**src/rtl/var_std_if.sv**
```systemverilog
// var_std_if: mean/E[x^2] input slots and result channel of the variance/std stage
interface var_std_if;
    logic [15:0] mean_in;
    logic        mean_valid;
    logic        mean_ready;
    logic [31:0] ex2_in;
    logic        ex2_valid;
    logic        ex2_ready;
    logic [31:0] var_out;
    logic [15:0] std_out;
    logic        clamp_out;
    logic        out_valid;
    logic        out_ready;
    modport master (
        output mean_in, mean_valid, ex2_in, ex2_valid, out_ready,
        input  mean_ready, ex2_ready, var_out, std_out, clamp_out, out_valid
    );
    modport slave (
        input  mean_in, mean_valid, ex2_in, ex2_valid, out_ready,
        output mean_ready, ex2_ready, var_out, std_out, clamp_out, out_valid
    );
endinterface

```
**src/rtl/var_std_module.sv**
```systemverilog
// var_std_module: joins row mean and E[x^2], emits var = E[x^2] - mean^2 + EPS
// and std = floor(sqrt(var)) from a 16-step restoring square root
module var_std_module #(
    parameter logic [31:0] EPS = 32'h0000_0000
) (
    input logic clk,
    input logic rst_n,
    var_std_if.slave bus
);
    typedef enum logic [2:0] {COLLECT, SQ, SUB, ROOT, DONE} state_t;
    state_t state, state_nx;
    logic [15:0] mean_q, root, std_q;
    logic [31:0] ex2_q, sq, var_q, rad, var_o, var_sat;
    logic [19:0] rem, rem_sh, trial, rem_nx;
    logic [4:0] cnt;
    logic mean_held, ex2_held, clamp_q, clamp_o, out_valid;
    logic mean_acc, ex2_acc, ge;
    logic signed [31:0] m32;
    logic [32:0] diff, sum;
    always_comb begin
        bus.mean_ready = rst_n && state == COLLECT && !mean_held;
        bus.ex2_ready = rst_n && state == COLLECT && !ex2_held;
        mean_acc = bus.mean_valid && bus.mean_ready;
        ex2_acc = bus.ex2_valid && bus.ex2_ready;
        m32 = {{16{mean_q[15]}}, mean_q};
        diff = {1'b0, ex2_q} - {1'b0, sq};
        sum = {1'b0, diff[32] ? 32'h0 : diff[31:0]} + {1'b0, EPS};
        var_sat = sum[32] ? 32'hFFFF_FFFF : sum[31:0];
        // remainder stays below 2^18, so the top bits of the shift drop safely
        rem_sh = 20'({rem, rad[31:30]});
        trial = {2'b00, root, 2'b01};
        ge = rem_sh >= trial;
        rem_nx = ge ? rem_sh - trial : rem_sh;
    end
    always_comb begin
        state_nx = state;
        case (state)
            COLLECT: state_nx = ((mean_held || mean_acc) && (ex2_held || ex2_acc)) ? SQ : COLLECT;
            SQ:      state_nx = SUB;
            SUB:     state_nx = ROOT;
            ROOT:    state_nx = cnt == 5'd15 ? DONE : ROOT;
            DONE:    state_nx = bus.out_ready ? COLLECT : DONE;
            default: state_nx = COLLECT;
        endcase
    end
    always_ff @(posedge clk) begin
        if (!rst_n) state <= COLLECT;
        else state <= state_nx;
    end
    always_ff @(posedge clk) begin
        if (!rst_n) begin
            mean_q <= '0;
            ex2_q <= '0;
            mean_held <= 1'b0;
            ex2_held <= 1'b0;
            sq <= '0;
            var_q <= '0;
            rad <= '0;
            rem <= '0;
            root <= '0;
            cnt <= '0;
            clamp_q <= 1'b0;
            var_o <= '0;
            std_q <= '0;
            clamp_o <= 1'b0;
            out_valid <= 1'b0;
        end else begin
            case (state)
                COLLECT: begin
                    if (mean_acc) begin
                        mean_q <= bus.mean_in;
                        mean_held <= 1'b1;
                    end
                    if (ex2_acc) begin
                        ex2_q <= bus.ex2_in;
                        ex2_held <= 1'b1;
                    end
                end
                SQ: sq <= m32 * m32;
                SUB: begin
                    var_q <= var_sat;
                    rad <= var_sat;
                    clamp_q <= diff[32];
                    rem <= '0;
                    root <= '0;
                    cnt <= '0;
                end
                ROOT: begin
                    rem <= rem_nx;
                    root <= {root[14:0], ge};
                    rad <= {rad[29:0], 2'b00};
                    cnt <= cnt + 5'd1;
                    if (cnt == 5'd15) begin
                        var_o <= var_q;
                        std_q <= {root[14:0], ge};
                        clamp_o <= clamp_q;
                        out_valid <= 1'b1;
                    end
                end
                DONE: begin
                    if (bus.out_ready) begin
                        out_valid <= 1'b0;
                        mean_held <= 1'b0;
                        ex2_held <= 1'b0;
                    end
                end
                default: ;
            endcase
        end
    end
    assign bus.var_out = var_o;
    assign bus.std_out = std_q;
    assign bus.clamp_out = clamp_o;
    assign bus.out_valid = out_valid;
endmodule

```
**src/flat_wrapper.sv**
```systemverilog
// flat-port wrapper written by rule: the top's interface ports become plain ports
module var_std_module_flat 
#(
    parameter logic [31:0] EPS = 32'h0000_0000
)
  (clk, rst_n, bus_mean_in, bus_mean_valid, bus_ex2_in, bus_ex2_valid, bus_out_ready, bus_mean_ready, bus_ex2_ready, bus_var_out, bus_std_out, bus_clamp_out, bus_out_valid);
  var_std_if bus_i ();
  input logic clk;
  input logic rst_n;
  input wire logic [$bits(bus_i.mean_in)-1:0] bus_mean_in;
  input wire logic [$bits(bus_i.mean_valid)-1:0] bus_mean_valid;
  input wire logic [$bits(bus_i.ex2_in)-1:0] bus_ex2_in;
  input wire logic [$bits(bus_i.ex2_valid)-1:0] bus_ex2_valid;
  input wire logic [$bits(bus_i.out_ready)-1:0] bus_out_ready;
  output wire logic [$bits(bus_i.mean_ready)-1:0] bus_mean_ready;
  output wire logic [$bits(bus_i.ex2_ready)-1:0] bus_ex2_ready;
  output wire logic [$bits(bus_i.var_out)-1:0] bus_var_out;
  output wire logic [$bits(bus_i.std_out)-1:0] bus_std_out;
  output wire logic [$bits(bus_i.clamp_out)-1:0] bus_clamp_out;
  output wire logic [$bits(bus_i.out_valid)-1:0] bus_out_valid;
  assign bus_i.mean_in = bus_mean_in;
  assign bus_i.mean_valid = bus_mean_valid;
  assign bus_i.ex2_in = bus_ex2_in;
  assign bus_i.ex2_valid = bus_ex2_valid;
  assign bus_i.out_ready = bus_out_ready;
  assign bus_mean_ready = bus_i.mean_ready;
  assign bus_ex2_ready = bus_i.ex2_ready;
  assign bus_var_out = bus_i.var_out;
  assign bus_std_out = bus_i.std_out;
  assign bus_clamp_out = bus_i.clamp_out;
  assign bus_out_valid = bus_i.out_valid;
  var_std_module #(.EPS(EPS)) u_core (.clk(clk), .rst_n(rst_n), .bus(bus_i));
endmodule
```
**config.mk**
```make
export PLATFORM = sky130hd
export DESIGN_NAME = var_std_module_flat
export DESIGN_NICKNAME = d
export VERILOG_FILES = /design/src/rtl/var_std_if.sv /design/src/rtl/var_std_module.sv /design/src/flat_wrapper.sv
export SDC_FILE = /design/constraint.sdc
export NUM_CORES = 1
export LEC_CHECK = 0
export BUFFER_PORTS_ARGS = -buffer_cell sky130_fd_sc_hd__buf_2
export CELL_PAD_IN_SITES_DETAIL_PLACEMENT = 0
export CELL_PAD_IN_SITES_GLOBAL_PLACEMENT = 2
export CORE_MARGIN = 2
export CORE_UTILIZATION = 42
export CTS_CLUSTER_SIZE = 30
export DETAILED_ROUTE_END_ITERATION = 12
export PLACE_DENSITY = 0.85
export SETUP_SLACK_MARGIN = 0.05
export SLEW_MARGIN = 20
export SYNTH_ARGS = -nofsm -noshare
export SYNTH_HDL_FRONTEND = slang
export SYNTH_SLANG_ARGS = --single-unit
```
**constraint.sdc**
```tcl
create_clock -name clk -period 11.6 [get_ports clk]
set_input_delay 1.74 -clock clk [delete_from_list [all_inputs] [get_ports clk]]
set_output_delay 1.74 -clock clk [all_outputs]
set_load 0.005 [all_outputs]
```
* Word level (Yosys, flattened, before mapping) *
Cells that the tools add are included.

operators by class
  equal/unequal tests = 9
  add/sub/neg operators = 3
  multiply operators = 1
  reduce and logical (&&, ||, !) cells = 20
  magnitude comparators = 1
  mux-type cells = 17

operators by type and width
  cell                                                             number
  32-bit case mux with 2 select lines                              1
  18-bit case mux with 2 select lines                              1
  32-bit by 32-bit subtractor with 33-bit output                   1
  16-bit by 16-bit multiplier with 32-bit output                   1
  32-bit 2-to-1 mux                                                1
  16-bit case mux with 2 select lines                              1
  20-bit by 18-bit >= comparator with 1-bit output                 1
  18-bit 2-to-1 mux                                                1
  18-bit subtractor                                                1
  3-bit case mux with 5 select lines                               1
  5-bit case mux with 2 select lines                               1
  3-bit AND reduction                                              3
  3-bit by 2-bit == test with 1-bit output, second input constant  2
  1-bit logical AND                                                6
  3-bit 2-to-1 mux                                                 2
  2-bit by 1-bit != test with 1-bit output, second input constant  3
  1-bit case mux with 2 select lines                               3
  2-bit AND reduction                                              3
  2-bit nonzero test                                               3
  5-bit by 1-bit adder with 5-bit output, second input constant    1
  5-bit by 4-bit == test with 1-bit output, second input constant  1
  1-bit 2-to-1 mux                                                 5
  3-bit by 1-bit == test with 1-bit output, second input constant  1
  3-bit == test, second input constant                             1
  other kinds (4)                                                  6

word-level totals
  output and inout bits = 52
  bits in registers = 239
  logic and storage cells = 67

* Longest topological paths before layout *
Gate-level depths: netlist of the first run.

  word-level depth = 8
  depth in mapped cells = 25
  depth with buffers taken out = 23

* Worst setup path before layout of the first run *
Ideal clock, no wire load.

  path type = register -> register
  start = reg u_core.mean_q[15]
  end = reg u_core.sq[28]
  buffers on the path = 3
  data arrival time = 6.197 ns
  setup time = 0.122 ns
  required time = 11.478 ns
  stages on the path, launching flop included = 23
  path slack = 5.281 ns
  cells stage by stage = dfxtp_1 -> clkbuf_1 -> inv_1 -> buf_1 -> nor2_1 -> fa_1 -> fa_1 -> fa_1 -> fa_1 -> fa_1 -> inv_1 -> fa_1 -> inv_1 -> ha_1 -> clkbuf_8 -> a21oi_1 -> o21bai_1 -> a21o_1 -> a21oi_1 -> and2b_2 -> a311oi_2 -> nor4_1 -> a311o_1

on the way
  longest elaborated chain between the ends = 1

RTL lines
  element                                         RTL line              RTL
  start: declaration                              var_std_module.sv:12  logic [15:0] mean_q, root, std_q;
  start signal: assignment                        var_std_module.sv:71  mean_q <= bus.mean_in;
  16-bit by 16-bit multiplier with 32-bit output  var_std_module.sv:79  SQ: sq <= m32 * m32;
  end signal: assignment                          var_std_module.sv:79
  end: declaration                                var_std_module.sv:13  logic [31:0] ex2_q, sq, var_q, rad, var_o, var_sat;

Every way passes these cells.
A chain may end at the register's enable or synchronous reset.

* Worst setup path after layout of the first run *
  start = reg u_core.mean_q[15]
  end = reg u_core.sq[31]

Same word-level chain as after synthesis.

==> key figures, run 1 <==
Run status
  • Status: completed

Timing
  • Worst slew pin tran: 1.103 ns
  • Final setup TNS: 0 ns
  • Slew HR: 0.2648
  • Final hold vios: 0
  • Final worst path period need: around 7.2 ns
  • Clock Skews: 0.02311 ns
  • Fin. max-slew vios: 0
  • Setup violators final: 0
  • Final Hold Slack: 0.4421 ns
  • Tcrit/Tclk final: 0.6214
  • Fmax achieved: ~140 MHz
  • RSZ-0062 raised after global routing: no

Synth
  • Gate Count Post-Synth: 2426
  • Post-synth EDFFs: 0
  • Top cell type by total area after synthesis: dfxtp_1
  • Mapped Nets: 2852
  • Synth async-reset ratio: 0
  • Count leader, synth: nand2_1
  • Ys flop type: dfxtp_1
  • Syn_area_per_cell: 8.329 µm²
  • Post-synth cell types: 80
  • Synth area leaders: dfxtp_1, fa_1, ha_1
  • Synth warn: 0
  • Post-synthesis sequential area ratio: 0.2358
  • Synth top cells by count: nand2_1, inv_1, dfxtp_1, fa_1, a21oi_1
  • FF+latch count, synth: 238
  • Post-synth top area share: 0.2358
  • Netlist Area Pre-Place: 0.02021 mm²

Routing
  • Post-route ant nets: 0
  • Drt total wl: approximately 53 mm
  • Vias: 16.14k
  • Per-cell routed wire length: 17.09 µm
  • DR vias/cell: 5.221
  • Pre-antenna DRT Iters: 8
  • DRC viols: 0
  • Initial drt markers: 723

Worst setup path
  • WP data required: roughly 12 ns
  • Most used cell, CP: fa_1
  • CP max-delay cell: fa_1
  • Critical path's largest stage delay: about 0.9 ns
  • Worst-path cell chain: inv_1, nor2_1, fa_1, fa_1, fa_1, fa_1, fa_1, inv_1, fa_1, inv_1, ha_1, nand2_1, nor3_1, nand2_1, o41ai_1, o21ai_0, o21ai_0, xnor2_1, a21oi_1
  • Crit path DAT: 7.66 ns
  • Buffers & Inverters on Critical Path: 3
  • CP top delay family: adder cells
  • Critical path peak fanout: 18
  • Startpoint types: flop
  • Critical Path Sink Type: flop
  • CP Class: flop to flop

Layout
  • Fraction of layout cells with a size suffix above 1: 0.08124
  • Nets: 2880
  • Fill cell count: between 4k and 5k
  • Post-Layout Cell Count: around 3.1k
  • Syn-to-layout area delta: 8.997%

Placed design
  • Gpl congestion: 0.8667
  • DP Cell Count: 3039
  • Buffers added on ports: between 100 and 150
  • Post-DP HPWL: 40.97 mm

Clock tree
  • # resized after CTS: 0
  • Cts hold-fix bufs: 0
  • CTS tree: yes
  • Clock Tree Root: clkbuf_16
  • CTS clock-pin slew for the worst setup and hold paths: 0.06 ns
  • Inserted Clock Buffers: 28
  • H-tree depth: 1
  • Skew-Pair Late Insertion Delay: 0.58 ns
  • CTS Buffer Depth: 3
  • Clk sink count: 238
  • Setup Fix Bufs, Post-CTS: 0

Pwr
  • Worst IR drop on VDD: about 0.00012 V
  • Power density over the cells: 107.6 mW/mm²
  • Leak: 0.01036 µW

Floorplan
  • Chip width: 223.3 µm
  • Die area: between 0.04 and 0.05 mm²
  • Initial core utilization: 0.4241
  • Die Y: around 220 µm
  • Core Region: about 0.048 mm²
  • Ports: 105
  • Rows: 80

Global routing
  • Initial antenna violation count: 2
  • Global Route Usage Sum: 0.2182
  • Largest net degree at the start of global routing: 73
  • First-pass GRT wire length: 87.27 mm
  • Aggregate global routing overflow: 0
  • Number of global-route vias before repair: 16.77k

Run
  • Max-Cap Viols: 0

Hold path
  • Hold Path Class: flop to flop
cell families (layout without fill, tap and decap cells):
kind of cell    Yosys count  count (layout)  share of synthesized area
compound gates          494             494                     0.1493
simple gates            728             728                     0.1604
xor+xnor                 74              74                    0.03208
fa+ha+maj               373             373                     0.3183
mux                      12              12                   0.005945
other cells               0               2                          0
buf+inv                 507             555                    0.09815
flops                   238             238                     0.2358
where the power goes:
part	switching, µW	internal, µW
Combinational	387	216
Sequential	34.9	844
Clock	371	516
path summary, 6_finish.rpt:
check	from	end	slack [ns]	cells past startpoint
setup reg to reg	u_core.mean_q[15]$_SDFFE_PN0P_	u_core.sq[31]$_SDFFE_PN0P_	4.39	19
hold / removal	u_core.var_q[17]$_SDFFE_PN0P_	u_core.var_q[17]$_SDFFE_PN0P_	0.44	2
setup / recovery	u_core.mean_q[15]$_SDFFE_PN0P_	u_core.sq[31]$_SDFFE_PN0P_	4.39	19
hold reg to reg	u_core.var_q[17]$_SDFFE_PN0P_	u_core.var_q[17]$_SDFFE_PN0P_	0.44	2
tightest hold or removal path: stages, from the launching register on:
cell     delay, ns
dfxtp_1       0.31
nand2_1       0.05
nand2_1       0.04
per-layer routing:
metal	vias up	wire, µm	track usage
li1	7860	-	-
met1	7926	24480	0.2903
met2	274	25010	0.3759
met3	79	1980	0.02542
met4	0	1346	0.06000
met5	-	0	0
cells in the final DEF (no fill, tap or decap), drive strengths merged, types with 4 or more instances in the layout:
master / count
nor3b: 4
and4: 4
dfxtp: 238
nor2b: 9
a22o: 12
xor2: 19
nand4: 13
o211ai: 9
o22ai: 4
a21oi: 233
a31o: 9
xnor2: 55
nand2: 425
ha: 138
and2: 48
nor2: 87
mux2i: 12
o21a: 10
clkbuf: 36
o2111ai: 4
buf: 115
nand4b: 5
a21o: 43
inv: 390
o21bai: 9
or3: 8
fa: 235
and3: 34
a31oi: 14
nand3: 51
nand2b: 11
a211oi: 16
a211o: 4
o21ai: 93
clkinv: 11
nor3: 17
state kept, by name (all words and copies together) (netlist names), 18 cells and up:
name,count
u_core.bus.var_out,32
u_core.ex2_q,32
u_core.rad,32
u_core.rem,18
u_core.sq,31
u_core.var_q,32
cell type report:
| cell class | count | area, µm² | share of cell area |
|---|---|---|---|
| Tap cell | 615 | 769.5 | 0.03494 |
| Antenna cell | 2 | 5.005 | 0.0002272 |
| Inverter | 390 | 1469 | 0.06670 |
| Timing Repair Buffer | 115 | 603.1 | 0.02738 |
| Clock buffer | 36 | 770.7 | 0.03500 |
| Multi-Input combinational cell | 1681 | 13480 | 0.6120 |
| Sequential cell | 238 | 4766 | 0.2164 |
| Clock inverter | 14 | 162.7 | 0.007386 |
stage by stage:
step | total power [µW] | instance area (µm²) | utilization | worst slack [ns]
2_1_floorplan | 1316 | 20210 | - | 5.281
3_5_place_dp | 1496 | 21080 | 0.4425 | 4.330
5_1_grt | 2495 | 22020 | 0.4622 | 3.950
4_1_cts | 2390 | 22020 | 0.4621 | 4.307
3_3_place_gp | 1493 | 21080 | 0.4425 | 4.615
6_report | 2369 | 22020 | 0.4622 | 4.392
No activity file was read; power rests on OpenSTA's default activity.
==> run 2: changes to the inputs <==
--- a/config.mk
+++ b/config.mk
@@ -9,10 +9,10 @@
 export CELL_PAD_IN_SITES_DETAIL_PLACEMENT = 0
 export CELL_PAD_IN_SITES_GLOBAL_PLACEMENT = 2
 export CORE_MARGIN = 2
-export CORE_UTILIZATION = 42
+export CORE_UTILIZATION = 35
 export CTS_CLUSTER_SIZE = 30
 export DETAILED_ROUTE_END_ITERATION = 12
-export PLACE_DENSITY = 0.85
+export PLACE_DENSITY = 0.75
 export SETUP_SLACK_MARGIN = 0.05
 export SLEW_MARGIN = 20
 export SYNTH_ARGS = -nofsm -noshare
==> constraint.sdc (replaced) <==
create_clock -name clk -period 6.45 [get_ports clk]
set_input_delay 0.9675 -clock clk [delete_from_list [all_inputs] [get_ports clk]]
set_output_delay 0.9675 -clock clk [all_outputs]
set_load 0.005 [all_outputs]
==> run 2 against run 1 <==
Compared with the run above: die area increased by 20%; final cell count increased by 6.6%; count of clock-buffer cells in the layout increased by 10; via count increased by 0.95%; sequential share of layout area decreased by 0.58 points; global-route usage decreased by 2.7 points.
==> key figures, run 2 (synthesis results as in run 1) <==
Run status
  • Status: completed

Layout
  • Syn-to-layout area delta: 12.54%
  • Fill cell count: 5962
  • Post-Layout Cell Count: 3296
  • Nets: 2937
  • Most frequent cells in the layout: nand2_1, inv_1, fa_1, a21oi_1, dfxtp_1
  • Commonest non-fill, non-tap cell in the layout: nand2_1
  • Fraction of layout cells with a size suffix above 1: 0.1090
  • # diodes: 0

Routing
  • Pre-antenna DRT Iters: 5
  • DRC viols: 0
  • Post-route ant nets: 0
  • Vias: 16.29k
  • Drt total wl: 56.32 mm
  • Per-cell routed wire length: 17.09 µm
  • DR vias/cell: between 4 and 5
  • Initial drt markers: 714

Worst setup path
  • Critical Path Sink Type: flop
  • RR Endpoint: u_core.sq[28]$_SDFFE_PN0P_
  • WP data required: 6.92 ns
  • Worst reg2reg path depth: 22
  • R2r startpoint: u_core.mean_q[15]$_SDFFE_PN0P_
  • Startpoint types: flop
  • CP Class: flop to flop
  • Reg2Reg Setup Slack: 0.33 ns
  • Crit path DAT: 6.59 ns
  • Critical path peak fanout: 12

Placed design
  • Post-DP HPWL: 44.64 mm
  • DP Cell Count: 3243
  • Buffers added on ports: 104
  • Gpl congestion: 0.8596

Pwr
  • Leak: 0.01069 µW
  • Power, Total: 4362 µW
  • Worst IR drop on VDD: between 0.00015 and 0.0002 V
  • Power density over the cells: 191.8 mW/mm²

Global routing
  • First-pass GRT wire length: ~91 mm
  • Number of global-route vias before repair: 16.93k
  • Global Route Usage Sum: 0.1914
  • Initial antenna violation count: 2
  • Aggregate global routing overflow: 0
  • Largest net degree at the start of global routing: 77

Clock tree
  • CTS Buffer Depth: 3
  • H-tree depth: 1
  • Clk sink count: ~240
  • Inserted Clock Buffers: 29
  • CTS clock-pin slew for the worst setup and hold paths: 0.07 ns
  • CTS tree: yes
  • Skew-Pair Late Insertion Delay: 0.58 ns
  • Clock Tree Root: clkbuf_16

Floorplan
  • Initial core utilization: 0.3522
  • Core Region: roughly 0.057 mm²
  • Chip width: 244.3 µm
  • Die Y: 244.3 µm
  • Rows: 88
  • Ports: between 100 and 150
  • Die area: just under 0.06 mm²

Timing
  • Fin. max-slew vios: 0
  • Fmax achieved: 163.5 MHz
  • Slew HR: 0.4061
  • Tcrit/Tclk final: 0.9485
  • Final setup TNS: 0 ns
  • Worst slew pin tran: about 0.9 ns
  • Clock Skews: ~0.013 ns
  • RSZ-0062 raised after global routing: no
  • Final hold vios: 0
  • Final worst path period need: 6.118 ns
  • Setup violators final: 0

Run
  • Max-Cap Viols: 0

Hold path
  • Hold Path Class: flop to flop
  • Hold Crit Endpoint: u_core.var_q[22]$_SDFFE_PN0P_
  • Hold Crit Start: u_core.var_q[22]$_SDFFE_PN0P_
  • Hold path cells: 2
run 2: power breakdown:
| part | switching (µW) | total (µW) | leakage, µW | internal, µW |
|---|---|---|---|---|
| Combinational | 736 | 1160 | 0.00830 | 422 |
| Clock | 669 | 1640 | 0.000464 | 972 |
| Sequential | 44.6 | 1560 | 0.00193 | 1520 |
| Total | 1450 | 4360 | 0.0107 | 2910 |
run 2: area by class of cell:
cell class,count,area (µm²),area share
inverters,390,1473,0.06476
clock inverters,5,75.07,0.003301
well taps,765,957.2,0.04209
repair buffers,171,1031,0.04534
multi-input cells,1681,13540,0.5952
flip-flops and latches,238,4788,0.2106
clock buffers,46,879.6,0.03868
run 2: repair_timing:
action | in CTS | in global routing
pin swaps | 0 | 2
hold endpoints to repair | 0 | 0
setup buffers | 0 | 2
setup endpoints to repair | 2 | 9
hold buffers | 0 | 0
resized for setup | 2 | 29
run 2: worst max path at each step:
stage,from,to,slack (ns)
finish,u_core.mean_q[15]$_SDFFE_PN0P_,u_core.sq[28]$_SDFFE_PN0P_,0.33
global route,u_core.mean_q[4]$_SDFFE_PN0P_,u_core.sq[31]$_SDFFE_PN0P_,0.06
CTS,u_core.mean_q[3]$_SDFFE_PN0P_,u_core.sq[31]$_SDFFE_PN0P_,0.07
detailed placement,u_core.mean_q[9]$_SDFFE_PN0P_,u_core.sq[31]$_SDFFE_PN0P_,-0.15
global placement,u_core.mean_q[3]$_SDFFE_PN0P_,u_core.sq[31]$_SDFFE_PN0P_,-0.13
floorplan,u_core.mean_q[15]$_SDFFE_PN0P_,u_core.sq[28]$_SDFFE_PN0P_,0.13
run 2: worst max-delay path, stage by stage (launching register included):
cell and delay (ns):
dfxtp_1 0.38, inv_1 0.13, buf_4 0.23, nor2_2 0.17, xnor2_1 0.09, ha_1 0.21, a31o_2 0.23, fa_1 0.50
fa_1 0.54, fa_1 0.44, fa_1 0.49, inv_1 0.05, fa_1 0.52, inv_1 0.04, ha_1 0.34, a21oi_1 0.21
o21a_1 0.13, o31ai_1 0.08, and2b_2 0.21, a221o_2 0.35, a311oi_2 0.24, nor4_1 0.09, a311o_1 0.34
run 2: through the flow:
stage	hold slack (ns)	area (µm²)	util	setup slack, ns
6_report	0.4441	22740	0.3964	0.3322
5_1_grt	0.4570	22740	0.3964	0.05787
4_1_cts	0.4471	22640	0.3946	0.06663
3_5_place_dp	0.4372	21670	0.3778	-0.1495
3_3_place_gp	0.4335	21670	0.3778	-0.1259
2_1_floorplan	0.4168	20210	-	0.1314
run 2: layer usage:
layer  routed length [µm]  GRT usage  share of wire  vias to the layer above
met2                27810     0.3400           0.49                      235
met4                  927    0.03730          0.016                        0
li1                     -          -              -                     7989
met1                25790     0.2531           0.46                     8014
met3                 1786    0.01877          0.032                       55
met5                    0          0              0                        -
==> run 3: changes to the inputs <==
--- a/config.mk
+++ b/config.mk
@@ -9,10 +9,10 @@
 export CELL_PAD_IN_SITES_DETAIL_PLACEMENT = 0
 export CELL_PAD_IN_SITES_GLOBAL_PLACEMENT = 2
 export CORE_MARGIN = 2
-export CORE_UTILIZATION = 35
+export CORE_UTILIZATION = 42
 export CTS_CLUSTER_SIZE = 30
 export DETAILED_ROUTE_END_ITERATION = 12
-export PLACE_DENSITY = 0.75
+export PLACE_DENSITY = 0.85
 export SETUP_SLACK_MARGIN = 0.05
 export SLEW_MARGIN = 20
 export SYNTH_ARGS = -nofsm -noshare
==> constraint.sdc (replaced) <==
create_clock -name clk -period 7.6 [get_ports clk]
set_input_delay 1.14 -clock clk [delete_from_list [all_inputs] [get_ports clk]]
set_output_delay 1.14 -clock clk [all_outputs]
set_load 0.005 [all_outputs]
==> run 3 against run 2 <==
Compared with the run above: power is 17% lower; register-to-register slack better by 0.35 ns; clock skew decreased by 0.0014 ns; hold slack got worse by 0.0032 ns; critical endpoint is now u_core.sq[31]$_SDFFE_PN0P_; sequential cell count is the same; clock power shrank 17%; combinational power shrank 20%.
==> key figures, run 3 (synthesis results as in run 1) <==
Run status
  • Status: completed

Timing
  • Tcrit/Tclk final: 0.9096
  • Clock Skews: 0.01207 ns
  • Fin. max-slew vios: 0
  • Final setup TNS: 0 ns
  • Post-route setup slack: approximately 0.69 ns
  • Final worst path period need: 6.913 ns
  • Final hold vios: 0
  • Setup violators final: 0
  • Fmax achieved: 144.7 MHz
  • Worst slew pin tran: 1.077 ns
  • Slew HR: 0.2821
  • RSZ-0062 raised after global routing: no
  • Final Hold Slack: approximately 0.44 ns

Worst setup path
  • Startpoint types: flop
  • CP top delay family: adder cells
  • RR Endpoint: u_core.sq[31]$_SDFFE_PN0P_
  • Buffers & Inverters on Critical Path: 4
  • Worst reg2reg path depth: 20
  • Crit path DAT: approximately 7.4 ns
  • Worst-path cell chain: inv_1, buf_4, nor2_1, fa_1, fa_1, fa_1, fa_1, fa_1, inv_1, fa_1, inv_1, ha_1, nand2_1, nor3_1, nand2_1, o41ai_1, o21ai_0, o21ai_0, xnor2_1, a21oi_1
  • Most used cell, CP: fa_1
  • Reg2Reg Setup Slack: 0.69 ns
  • Worst Setup SP: u_core.mean_q[15]$_SDFFE_PN0P_
  • Critical path peak fanout: 15
  • CP max-delay cell: fa_1
  • Critical path's largest stage delay: 0.90 ns
  • WP data required: 8.05 ns
  • R2r startpoint: u_core.mean_q[15]$_SDFFE_PN0P_
  • Critical Path Sink Type: flop
  • CP Class: flop to flop

Layout
  • Fill cell count: 4849
  • Most frequent cells in the layout: nand2_1, inv_1, dfxtp_1, fa_1, a21oi_1
  • # diodes: 0
  • Fraction of layout cells with a size suffix above 1: 0.08565
  • Nets: 2891
  • Syn-to-layout area delta: 9.443%
  • Commonest non-fill, non-tap cell in the layout: nand2_1

Pwr
  • Switch share: 0.3321
  • Power density over the cells: 163.7 mW/mm²
  • Switch Pwr: 1202 µW
  • Leak: 0.01042 µW
  • Seq pwr share: 0.368
  • Cell Int Power: about 2400 µW
  • Clock power frac: 0.375
  • Worst IR drop on VDD: 0.0001807 V
  • Combinational share of power: 0.257

Clock tree
  • CTS tree: yes
  • H-tree depth: 1
  • CTS Buffer Depth: 3
  • # resized after CTS: 0
  • Cts hold-fix bufs: 0
  • Clk sink count: 238
  • Clock Tree Root: clkbuf_16
  • CTS clock-pin slew for the worst setup and hold paths: 0.07 ns
  • Inserted Clock Buffers: 28
  • Skew-Pair Late Insertion Delay: 0.57 ns
  • Setup Fix Bufs, Post-CTS: 0

Hold path
  • Hold path cells: 2
  • Hold Crit Start: u_core.var_q[19]$_SDFFE_PN0P_
  • Hold Path Class: flop to flop
  • Hold Crit Endpoint: u_core.var_q[19]$_SDFFE_PN0P_

Floorplan
  • Core Region: between 0.04 and 0.05 mm²
  • Initial core utilization: 0.4241
  • Rows: 80
  • Die Y: 223.3 µm
  • Die area: 0.04988 mm²
  • Ports: ~110
  • Chip width: 223.3 µm

Global routing
  • Aggregate global routing overflow: 0
  • Global Route Usage Sum: 0.2176
  • First-pass GRT wire length: just under 90 mm
  • Initial antenna violation count: 0
  • Number of global-route vias before repair: 16.63k
  • Largest net degree at the start of global routing: 116

Routing
  • DR vias/cell: 5.223
  • Drt total wl: 52.78 mm
  • DRC viols: 0
  • Vias: around 16k
  • Initial drt markers: 746
  • Post-route ant nets: 0
  • Pre-antenna DRT Iters: 5
  • Per-cell routed wire length: around 17 µm

Run
  • Max-Cap Viols: 0

Placed design
  • Post-DP HPWL: 41.07 mm
  • Buffers added on ports: about 100
  • Gpl congestion: 0.9029
  • Post-Place Setup Slack: around 0.73 ns
run 3: area by class of cell:
class                           count  area [µm²]  area share
Clock inverter                     11       116.4    0.005262
Tap cell                          615       769.5     0.03480
Timing Repair Buffer              126       685.7     0.03101
Clock buffer                       41       829.5     0.03751
Inverter                          390        1469     0.06643
Multi-Input combinational cell   1681       13480      0.6095
Sequential cell                   238        4766      0.2155
run 3: how the worst max path moves through the flow:
stage / to / slack, ns / depth (start not counted)
after global placement: u_core.sq[31]$_SDFFE_PN0P_ / 0.86 / 20
after detailed placement: u_core.sq[31]$_SDFFE_PN0P_ / 0.73 / 20
after floorplan: u_core.sq[28]$_SDFFE_PN0P_ / 1.28 / 22
final: u_core.sq[31]$_SDFFE_PN0P_ / 0.69 / 20
after global routing: u_core.sq[31]$_SDFFE_PN0P_ / 0.19 / 20
after CTS: u_core.sq[31]$_SDFFE_PN0P_ / 0.69 / 20
run 3: metrics by stage:
stage | cell area [µm²] | power (µW) | cells | util
5_1_grt | 22110 | 3819 | 3102 | 0.4641
3_3_place_gp | 21170 | 2279 | 3050 | 0.4442
4_1_cts | 22110 | 3653 | 3102 | 0.4641
6_report | 22110 | 3619 | 3102 | 0.4641
2_1_floorplan | 20210 | 2009 | 2426 | -
3_5_place_dp | 21170 | 2285 | 3050 | 0.4442
run 3: power by group through the flow:
stage | combinational, µW | clock (µW) | sequential (µW)
2_1_floorplan | 675 | 0 | 1330
3_3_place_gp | 920 | 0 | 1360
3_5_place_dp | 925 | 0 | 1360
4_1_cts | 929 | 1390 | 1330
5_1_grt | 1040 | 1440 | 1340
6_report | 929 | 1360 | 1330
run 3: metal layers:
metal | wire length [µm] | global-route usage | up-vias
met5 | 0 | 0 | -
met4 | 1146 | 0.05183 | 0
met3 | 1693 | 0.01949 | 72
met2 | 25480 | 0.3755 | 287
met1 | 24460 | 0.2958 | 7958
li1 | - | - | 7886
run 3: worst register-to-register path, cell delays in order, from the launching register on:
cell	delay, ns
dfxtp_1	0.51
inv_1	0.07
buf_4	0.21
nor2_1	0.15
fa_1	0.58
fa_1	0.90
fa_1	0.53
fa_1	0.51
fa_1	0.51
inv_1	0.05
fa_1	0.47
inv_1	0.04
ha_1	0.33
nand2_1	0.12
nor3_1	0.34
nand2_1	0.10
o41ai_1	0.62
o21ai_0	0.27
o21ai_0	0.24
xnor2_1	0.15
a21oi_1	0.08
